==> src/rtl/s_axi_lite_regs_if.sv <==
// AXI4-Lite bus bundle between an initiator (master) and the register bank (slave).
interface s_axi_lite_regs_if #(
   parameter int unsigned DWIDTH = 32
) ();
   logic                  awvalid;
   logic [DWIDTH-1:0]     awaddr;
   logic [2:0]            awprot;
   logic                  awready;
   logic                  wvalid;
   logic [DWIDTH-1:0]     wdata;
   logic [DWIDTH/8-1:0]   wstrb;
   logic                  wready;
   logic                  bvalid;
   logic [1:0]            bresp;
   logic                  bready;
   logic                  arvalid;
   logic [DWIDTH-1:0]     araddr;
   logic [2:0]            arprot;
   logic                  arready;
   logic                  rvalid;
   logic [DWIDTH-1:0]     rdata;
   logic [1:0]            rresp;
   logic                  rready;

   modport master (
      output awvalid, awaddr, awprot, wvalid, wdata, wstrb, bready,
      output arvalid, araddr, arprot, rready,
      input  awready, wready, bvalid, bresp, arready, rvalid, rdata, rresp
   );

   modport slave (
      input  awvalid, awaddr, awprot, wvalid, wdata, wstrb, bready,
      input  arvalid, araddr, arprot, rready,
      output awready, wready, bvalid, bresp, arready, rvalid, rdata, rresp
   );
endinterface

==> src/rtl/s_axi_lite_regs.sv <==
// AXI4-Lite responder with NREG byte-strobed 32-bit registers, a register-0 probe
// and sticky {rd_err, wr_err} flags.
module s_axi_lite_regs #(
   parameter int unsigned DWIDTH  = 32,
   parameter int unsigned NREG    = 16,
   parameter logic [31:0] BASE    = 32'h0,
   parameter int unsigned IDX_BIT = $clog2(NREG)
) (
   input  logic              clk,
   input  logic              xrst,
   s_axi_lite_regs_if.slave  bus,
   output logic [DWIDTH-1:0] probe,
   output logic [1:0]        err
);
   localparam logic [DWIDTH-1:0] SPAN        = DWIDTH'(4 * NREG);
   localparam logic [1:0]        RESP_OKAY   = 2'b00;
   localparam logic [1:0]        RESP_SLVERR = 2'b10;

   typedef logic [DWIDTH-1:0] word_t;

   word_t               regs_q [NREG];
   word_t               regs_d [NREG];
   word_t               probe_q;
   logic [1:0]          err_q, err_d;

   logic                aw_full_q, aw_full_d;
   word_t               aw_addr_q, aw_addr_d;
   logic                w_full_q, w_full_d;
   word_t               w_data_q, w_data_d;
   logic [DWIDTH/8-1:0] w_strb_q, w_strb_d;
   logic                awready_q, awready_d;
   logic                wready_q, wready_d;
   logic                bvalid_q, bvalid_d;
   logic [1:0]          bresp_q, bresp_d;

   logic                ar_full_q, ar_full_d;
   word_t               ar_addr_q, ar_addr_d;
   logic                arready_q, arready_d;
   logic                rvalid_q, rvalid_d;
   word_t               rdata_q, rdata_d;
   logic [1:0]          rresp_q, rresp_d;

   // Extra top bit catches addresses below BASE as a borrow.
   logic [DWIDTH:0]     aw_diff, ar_diff;
   logic                aw_hit, ar_hit;
   logic [IDX_BIT-1:0]  aw_idx, ar_idx;

   logic                unused_prot;
   assign unused_prot = ^{bus.awprot, bus.arprot};

   assign aw_diff = {1'b0, aw_addr_q} - {1'b0, BASE};
   assign ar_diff = {1'b0, ar_addr_q} - {1'b0, BASE};
   assign aw_hit  = !aw_diff[DWIDTH] && (aw_diff[DWIDTH-1:0] < SPAN) && (aw_addr_q[1:0] == 2'b00);
   assign ar_hit  = !ar_diff[DWIDTH] && (ar_diff[DWIDTH-1:0] < SPAN) && (ar_addr_q[1:0] == 2'b00);
   assign aw_idx  = aw_diff[IDX_BIT+1:2];
   assign ar_idx  = ar_diff[IDX_BIT+1:2];

   always_comb begin
      regs_d    = regs_q;
      err_d     = err_q;
      aw_full_d = aw_full_q;
      aw_addr_d = aw_addr_q;
      w_full_d  = w_full_q;
      w_data_d  = w_data_q;
      w_strb_d  = w_strb_q;
      bvalid_d  = bvalid_q;
      bresp_d   = bresp_q;
      ar_full_d = ar_full_q;
      ar_addr_d = ar_addr_q;
      rvalid_d  = rvalid_q;
      rdata_d   = rdata_q;
      rresp_d   = rresp_q;

      // Write path: capture slots fill independently, commit once both are full.
      if (bvalid_q && bus.bready) begin
         bvalid_d = 1'b0;
      end
      if (aw_full_q && w_full_q && !bvalid_q) begin
         aw_full_d = 1'b0;
         w_full_d  = 1'b0;
         bvalid_d  = 1'b1;
         if (aw_hit) begin
            bresp_d = RESP_OKAY;
            for (int k = 0; k < DWIDTH / 8; k++) begin
               if (w_strb_q[k]) begin
                  regs_d[aw_idx][8*k +: 8] = w_data_q[8*k +: 8];
               end
            end
         end else begin
            bresp_d  = RESP_SLVERR;
            err_d[0] = 1'b1;
         end
      end
      if (bus.awvalid && awready_q) begin
         aw_full_d = 1'b1;
         aw_addr_d = bus.awaddr;
      end
      if (bus.wvalid && wready_q) begin
         w_full_d = 1'b1;
         w_data_d = bus.wdata;
         w_strb_d = bus.wstrb;
      end

      // Read path: sample the register array one edge after the address is held,
      // so a same-edge write commit is not yet visible.
      if (rvalid_q && bus.rready) begin
         rvalid_d = 1'b0;
      end
      if (ar_full_q) begin
         ar_full_d = 1'b0;
         rvalid_d  = 1'b1;
         if (ar_hit) begin
            rdata_d = regs_q[ar_idx];
            rresp_d = RESP_OKAY;
         end else begin
            rdata_d  = '0;
            rresp_d  = RESP_SLVERR;
            err_d[1] = 1'b1;
         end
      end else if (bus.arvalid && arready_q) begin
         ar_full_d = 1'b1;
         ar_addr_d = bus.araddr;
      end

      awready_d = !aw_full_d && !bvalid_d;
      wready_d  = !w_full_d && !bvalid_d;
      arready_d = !ar_full_d && !rvalid_d;
   end

   always_ff @(posedge clk) begin
      if (xrst) begin
         regs_q    <= '{default: '0};
         probe_q   <= '0;
         err_q     <= '0;
         aw_full_q <= 1'b0;
         aw_addr_q <= '0;
         w_full_q  <= 1'b0;
         w_data_q  <= '0;
         w_strb_q  <= '0;
         awready_q <= 1'b0;
         wready_q  <= 1'b0;
         bvalid_q  <= 1'b0;
         bresp_q   <= '0;
         ar_full_q <= 1'b0;
         ar_addr_q <= '0;
         arready_q <= 1'b0;
         rvalid_q  <= 1'b0;
         rdata_q   <= '0;
         rresp_q   <= '0;
      end else begin
         regs_q    <= regs_d;
         probe_q   <= regs_q[0];
         err_q     <= err_d;
         aw_full_q <= aw_full_d;
         aw_addr_q <= aw_addr_d;
         w_full_q  <= w_full_d;
         w_data_q  <= w_data_d;
         w_strb_q  <= w_strb_d;
         awready_q <= awready_d;
         wready_q  <= wready_d;
         bvalid_q  <= bvalid_d;
         bresp_q   <= bresp_d;
         ar_full_q <= ar_full_d;
         ar_addr_q <= ar_addr_d;
         arready_q <= arready_d;
         rvalid_q  <= rvalid_d;
         rdata_q   <= rdata_d;
         rresp_q   <= rresp_d;
      end
   end

   assign bus.awready = awready_q;
   assign bus.wready  = wready_q;
   assign bus.bvalid  = bvalid_q;
   assign bus.bresp   = bresp_q;
   assign bus.arready = arready_q;
   assign bus.rvalid  = rvalid_q;
   assign bus.rdata   = rdata_q;
   assign bus.rresp   = rresp_q;
   assign probe       = probe_q;
   assign err         = err_q;

endmodule

==> src/flat_wrapper.sv <==
// flat-port wrapper written by rule: the top's interface ports become plain ports
module s_axi_lite_regs_flat 
#(
   parameter int unsigned DWIDTH  = 32,
   parameter int unsigned NREG    = 16,
   parameter logic [31:0] BASE    = 32'h0,
   parameter int unsigned IDX_BIT = $clog2(NREG)
)
  (clk, xrst, probe, err, bus_awvalid, bus_awaddr, bus_awprot, bus_wvalid, bus_wdata, bus_wstrb, bus_bready, bus_arvalid, bus_araddr, bus_arprot, bus_rready, bus_awready, bus_wready, bus_bvalid, bus_bresp, bus_arready, bus_rvalid, bus_rdata, bus_rresp);
  s_axi_lite_regs_if #(.DWIDTH(DWIDTH)) bus_i ();
  input  logic clk;
  input  logic xrst;
  output logic [DWIDTH-1:0] probe;
  output logic [1:0] err;
  input wire logic [$bits(bus_i.awvalid)-1:0] bus_awvalid;
  input wire logic [$bits(bus_i.awaddr)-1:0] bus_awaddr;
  input wire logic [$bits(bus_i.awprot)-1:0] bus_awprot;
  input wire logic [$bits(bus_i.wvalid)-1:0] bus_wvalid;
  input wire logic [$bits(bus_i.wdata)-1:0] bus_wdata;
  input wire logic [$bits(bus_i.wstrb)-1:0] bus_wstrb;
  input wire logic [$bits(bus_i.bready)-1:0] bus_bready;
  input wire logic [$bits(bus_i.arvalid)-1:0] bus_arvalid;
  input wire logic [$bits(bus_i.araddr)-1:0] bus_araddr;
  input wire logic [$bits(bus_i.arprot)-1:0] bus_arprot;
  input wire logic [$bits(bus_i.rready)-1:0] bus_rready;
  output wire logic [$bits(bus_i.awready)-1:0] bus_awready;
  output wire logic [$bits(bus_i.wready)-1:0] bus_wready;
  output wire logic [$bits(bus_i.bvalid)-1:0] bus_bvalid;
  output wire logic [$bits(bus_i.bresp)-1:0] bus_bresp;
  output wire logic [$bits(bus_i.arready)-1:0] bus_arready;
  output wire logic [$bits(bus_i.rvalid)-1:0] bus_rvalid;
  output wire logic [$bits(bus_i.rdata)-1:0] bus_rdata;
  output wire logic [$bits(bus_i.rresp)-1:0] bus_rresp;
  assign bus_i.awvalid = bus_awvalid;
  assign bus_i.awaddr = bus_awaddr;
  assign bus_i.awprot = bus_awprot;
  assign bus_i.wvalid = bus_wvalid;
  assign bus_i.wdata = bus_wdata;
  assign bus_i.wstrb = bus_wstrb;
  assign bus_i.bready = bus_bready;
  assign bus_i.arvalid = bus_arvalid;
  assign bus_i.araddr = bus_araddr;
  assign bus_i.arprot = bus_arprot;
  assign bus_i.rready = bus_rready;
  assign bus_awready = bus_i.awready;
  assign bus_wready = bus_i.wready;
  assign bus_bvalid = bus_i.bvalid;
  assign bus_bresp = bus_i.bresp;
  assign bus_arready = bus_i.arready;
  assign bus_rvalid = bus_i.rvalid;
  assign bus_rdata = bus_i.rdata;
  assign bus_rresp = bus_i.rresp;
  s_axi_lite_regs #(.DWIDTH(DWIDTH), .NREG(NREG), .BASE(BASE), .IDX_BIT(IDX_BIT)) u_core (.clk(clk), .xrst(xrst), .bus(bus_i), .probe(probe), .err(err));
endmodule
==> config.mk <==
export PLATFORM = sky130hd
export DESIGN_NAME = s_axi_lite_regs_flat
export DESIGN_NICKNAME = d
export VERILOG_FILES = /design/src/rtl/s_axi_lite_regs_if.sv /design/src/rtl/s_axi_lite_regs.sv /design/src/flat_wrapper.sv
export SDC_FILE = /design/constraint.sdc
export NUM_CORES = 1
export LEC_CHECK = 0
export CAP_MARGIN = 25
export CORE_UTILIZATION = 41
export CTS_CLUSTER_DIAMETER = 40
export DETAILED_ROUTE_END_ITERATION = 8
export GPL_TIMING_DRIVEN = 0
export PLACE_DENSITY_LB_ADDON = 0.3
export SETUP_SLACK_MARGIN = 0.15
export SYNTH_ARGS = -nofsm -noshare
export SYNTH_HDL_FRONTEND = slang
export SYNTH_SLANG_ARGS = --single-unit
==> constraint.sdc <==
create_clock -name clk -period 5.75 [get_ports clk]
set_input_delay 0.575 -clock clk [delete_from_list [all_inputs] [get_ports clk]]
set_output_delay 0.575 -clock clk [all_outputs]
set_load 0.02 [all_outputs]
### Yosys cells after proc, flatten, opt, wreduce, memory -nomap -nowiden

Index checks and enable logic that the tools add are counted.

* register bits: 690
* input bits: 113
* output and inout port bits: 75
* word-level logic and storage cells: 107

* order comparisons: 5
* multiplexer cells: 38
* bitwise operators: 5
* reductions and logical operators: 25

Operators by type and width (number)
* $mux W512: 10
* $bwmux W512: 4
* $demux W32 S4: 4
* $bmux W32 S4: 1
* $mux W32: 4
* $lt A32 B7 Y1 const B: 2
* $mux W24: 1
* $mux W16: 1
* $logic_and A1 B1 Y1: 13
* $ge A5 B5 Y1 const B: 2
* $mux W1: 10
* $not A4 Y5: 2
* $mux W8: 1
* $reduce_and A2 Y1: 4
* $logic_not A1 Y1: 6
* $lt A5 B1 Y1 const B: 1
* $logic_not A2 Y1: 2
* $mux W2: 2
* $not A1 Y1: 3

### Depth between registers and ports, before layout

* depth after elaboration: 19
* mapped depth: 8
* mapped depth without buffers: 4

### Worst setup path before layout

OpenSTA, ideal clock, no wires.

* path kind: reg2reg
* start: reg u_core.aw_addr_q[17]
* end: reg u_core.regs_q[288] (netlist name)
* setup time: 123 ps
* arrival time: 2146 ps
* required time: 5627 ps
* path slack: 3481 ps
* stages on the path, launching flop included: 7
* path buffers: 2
* period minus slack after synthesis: 2269 ps
* cells stage by stage: dfxtp_1 > or4_1 > clkbuf_2 > nor4_4 > buf_12 > nand4_4 > mux2i_1

* longest elaborated chain between the ends: 3

Ends and longest elaborated chain
* from (decl): line s_axi_lite_regs.sv:27 `word_t aw_addr_q, aw_addr_d;`
* from (signal assigned): line s_axi_lite_regs.sv:155 `aw_addr_q <= aw_addr_d;`
* $lt A32 B7 Y1: line s_axi_lite_regs.sv:53 `assign aw_hit = !aw_diff[DWIDTH] && (aw_diff[DWIDTH-1:0] < SPAN) && (aw_addr_q[1:0] == 2'b00);`
* $logic_and A1 B1 Y1: line s_axi_lite_regs.sv:53
* $reduce_and A2 Y1 (no source line)
* to (signal assigned): line s_axi_lite_regs.sv:151 `regs_q <= regs_d;`
* to (decl): line s_axi_lite_regs.sv:21 `word_t regs_q [NREG];`

No other way between the ends.
A chain may end at the register's enable or synchronous reset.

### Final worst setup path

* start: reg u_core.ar_addr_q[2]
* end: reg u_core.rdata_q[15], in the netlist u_core.bus.rdata[15]

* longest elaborated chain between the ends: 5
* elaborated cells between the ends (all ways): 7
* classes of those cells: 1 x order compare; 4 x mux; 1 x bitwise; 1 x reduce/logical

Ends and longest elaborated chain
* from (decl): line s_axi_lite_regs.sv:37 `word_t ar_addr_q, ar_addr_d;`
* from (signal assigned): line s_axi_lite_regs.sv:164 `ar_addr_q <= ar_addr_d;`
* parallel branches: the longest is 4 deep, another holds $lt A32 B7 Y1
* $mux W32 *: line s_axi_lite_regs.sv:112 `if (ar_hit) begin`
* to (signal assigned): line s_axi_lite_regs.sv:167 `rdata_q <= rdata_d;`
* to (decl): line s_axi_lite_regs.sv:40 `word_t rdata_q, rdata_d;`

Mark *: on every way between the ends. The select of a mux whose other input is x is not followed.

==> metrics.txt <==
status=complete, no violations; first-pass GRT wire length=between 150000 and 200000 um; max_slew headroom=around a fifth; Gate power share=roughly 7.0%; multi-input logic area=~0.016 mm2; fin crit period=approximately 3600 ps; Hold Path Stages=3; synth warn=0; Finished Cell Area=0.03829 mm2; final hold violation count=0; synth top area cells=dfxtp_1, mux2i_1, nand2b_1, nand2_1, mux4_2; top-area cell type share of the netlist area=43.95%; Filler cells=~6900; initial antenna violation count=2; Pleak=16.38 nW; cts bufs inserted=slightly above 100; DR vias/cell=roughly 5.5; Setup TNS=0 ps; sequential area share after synthesis=approximately 44%; Post-Layout Cell Count=4378; root buffer cell=clkbuf_16; HP Class=input pin to register; via count=24010; Max VDD drop=around 0.23 mV; ys async rst share=0%; CTS H-tree lvls=3; Worst R2R Setup Slack=roughly 2100 ps; Internal=0.009290 W; Req. time, crit path=6250 ps; Synth Register Bits=688; RSZ-0062 raised after global routing=no; port bufs=around 180; share of the clock period used by the worst path=between 60% and 70%; drt drc=0; Resize count post-CTS=0; vias in the first global route=about 24000; Final Util=between 50 and 60%; Die W=between 200 and 300 um; CTS max path bufs=3; Register Area=~0.014 mm2; type of origin of the critical path=register; clock group share of total power=between 50% and 60%; Max Cap Viol=0; Starting Density=approximately two fifths; Syn Inst Count=~3000; placed cells=around 4200; RePlAce Congestion=0.9035; core area=between 0.07 and 0.08 mm2; worst r2r path cells=8; final setup margin=around 2100 ps; pre-CTS setup slack=a little over 2000 ps; worst r2r src=u_core.ar_addr_q[2]; syn_area_per_cell=between 10 and 15 um2; Post-synth EDFFs=0; Fmax=roughly 280 MHz; CTS sink cnt=roughly 690; clk_lat worst skew=a little under 700 ps; # hold bufs at CTS=0; Reg clk slew, reported paths=~60 ps; Hold EP=u_core.w_data_q[9]; CP Max Fanout=10; wire per inst=~25 um; gr ovfl total=0; sequential share of power=about 40%; Least-Margin Pin Slew=1192 ps; IO Pins=around 190; Slew Limit Fails=0; Sw Share=about a quarter; drt first-iter violations=~1900; die extent in y=278.5 um; synth cell count leaders=mux2i_1, dfxtp_1, nand2b_1; Setup Buffers After CTS=0; sw power=around 0.0031 W; antenna violation net count after detailed routing=0; setup violators final=0; nets=around 3400; final setup skew=26.61 ps; drt pass-1 iters=5; share of layout cells above drive strength 1=12.66%; hold_sp=bus_wdata[9]; Global Route Usage Sum=approximately 27%; Yosys top cell by area=dfxtp_1; top-count cell post-synth=mux2i_1; final WL=approximately 110000 um; Die ar.=a little under 0.08 mm2; placed cell area=0.03453 mm2; row count=around 100; CP Data Arrival Time=4130 ps; Synth Flop Type=dfxtp_1; post-DP HPWL=~77000 um; largest net degree at the start of global routing=15; CTS tree=yes; synth unique cells=a little over 50; Area growth, synth to finish=22.18%; worst r2r dst=u_core.bus.rdata[15]; critical path type=register to register; Post-Synthesis Cell Area=roughly 0.031 mm2; CP endpoint kind=register; Power Density=about 320 mW/mm2
-- area by class of cell --
type / instances / share of cell area, %
inverter: 35 / 0.3431
clock buffer: 123 / 7.216
clock inverter: 68 / 2.467
timing repair buffer: 192 / 5.245
sequential: 688 / 35.97
tap: 978 / 3.196
multi-input combinational: 2021 / 41.52
buffer: 270 / 4.016
antenna: 3 / 0.01961
-- cells in the final DEF, fill, tap and decap left out, types with 4 or more instances in the layout --
cell type / Yosys / routed
nand2_1: 250 / 250
clkinv_8: 0 / 5
nand2b_1: 490 / 490
or3b_2: 31 / 31
or2b_2: 28 / 28
clkinvlp_4: 0 / 12
clkbuf_1: 182 / 191
and2_0: 4 / 4
buf_8: 7 / 17
buf_6: 3 / 4
clkbuf_16: 0 / 103
clkinv_4: 0 / 6
mux2i_1: 704 / 704
nand4_2: 26 / 26
nand4_4: 30 / 30
nor4_1: 13 / 13
o211ai_1: 29 / 29
nor2_1: 54 / 54
buf_4: 7 / 7
a211oi_1: 38 / 38
clkbuf_8: 34 / 45
and4_1: 9 / 9
clkdlybuf4s50_1: 0 / 179
dfxtp_1: 688 / 688
o22ai_1: 62 / 62
bufinv_16: 0 / 15
clkinv_2: 0 / 7
or2b_1: 32 / 32
buf_2: 24 / 25
buf_1: 10 / 9
a221oi_1: 13 / 13
inv_1: 35 / 35
nor3_1: 34 / 34
inv_8: 0 / 9
a21oi_1: 105 / 105
and3_1: 7 / 7
mux4_2: 33 / 33
inv_6: 0 / 13
-- flip-flops by register name, summed over array words and instances (netlist names), 2 cells and up --
register	count
u_core.err	2
u_core.w_strb_q	4
u_core.regs_q	512
u_core.probe	32
u_core.aw_addr_q	32
u_core.w_data_q	32
u_core.bus.rdata	32
u_core.ar_addr_q	32
-- power by group through the flow --
stage	Clock (W)	Sequential (W)	Combinational, W
floorplan	0	0.00493	0.000486
global placement	0	0.00493	0.000833
detailed placement	0	0.00493	0.000844
CTS	0.00674	0.00483	0.000847
global route	0.00697	0.00483	0.000890
finish	0.00671	0.00483	0.000865
-- worst max-delay path: stages (launching register included) --
cell      delay (ps)
dfxtp_1          310
clkbuf_1         650
buf_2            590
buf_2            390
buf_2            450
mux2i_1          520
nor2_1           140
nor3_1           310
a211oi_1          80
-- cell families after synthesis --
| family | after synthesis | synth area share [%] |
|---|---|---|
| flops | 688 | 43.95 |
| simple gates | 1028 | 20.79 |
| mux | 737 | 24.86 |
| compound gates | 254 | 5.059 |
| buf+inv | 305 | 5.323 |
| other cells | 1 | 0.01197 |
-- worst max-delay path by stage --
stage / slack [ps] / endpoint / from / cells after the start
finish: 2120 / u_core.bus.rdata[15] / u_core.ar_addr_q[2] / 8
global route: 1980 / u_core.bus.rdata[13] / u_core.ar_addr_q[2] / 8
CTS: 2160 / u_core.bus.rdata[15] / u_core.ar_addr_q[2] / 8
detailed placement: 2070 / u_core.w_data_q[20] / xrst / 6
global placement: 2090 / u_core.bus.rvalid / xrst / 6
floorplan: 3480 / u_core.regs_q[288] / u_core.aw_addr_q[17] / 6
-- stage by stage --
| stage | power, W | hold slack, ps |
|---|---|---|
| after floorplan | 0.005417 | 430.8 |
| after global placement | 0.005765 | 436.5 |
| after detailed placement | 0.005777 | 446.3 |
| after CTS | 0.01242 | 418.8 |
| after global routing | 0.01269 | 453.9 |
| final | 0.01241 | 437.1 |
-- metal layers --
metal  global-route usage (%)  up-vias  routed length, um
met2                    44.25      903              49100
met3                    5.515      225               7804
met4                    10.45        0               3944
li1                         -    11030                  -
met1                    35.75    11850              46720
met5                        0        -                  0
Power figures use the tool's default switching activity.
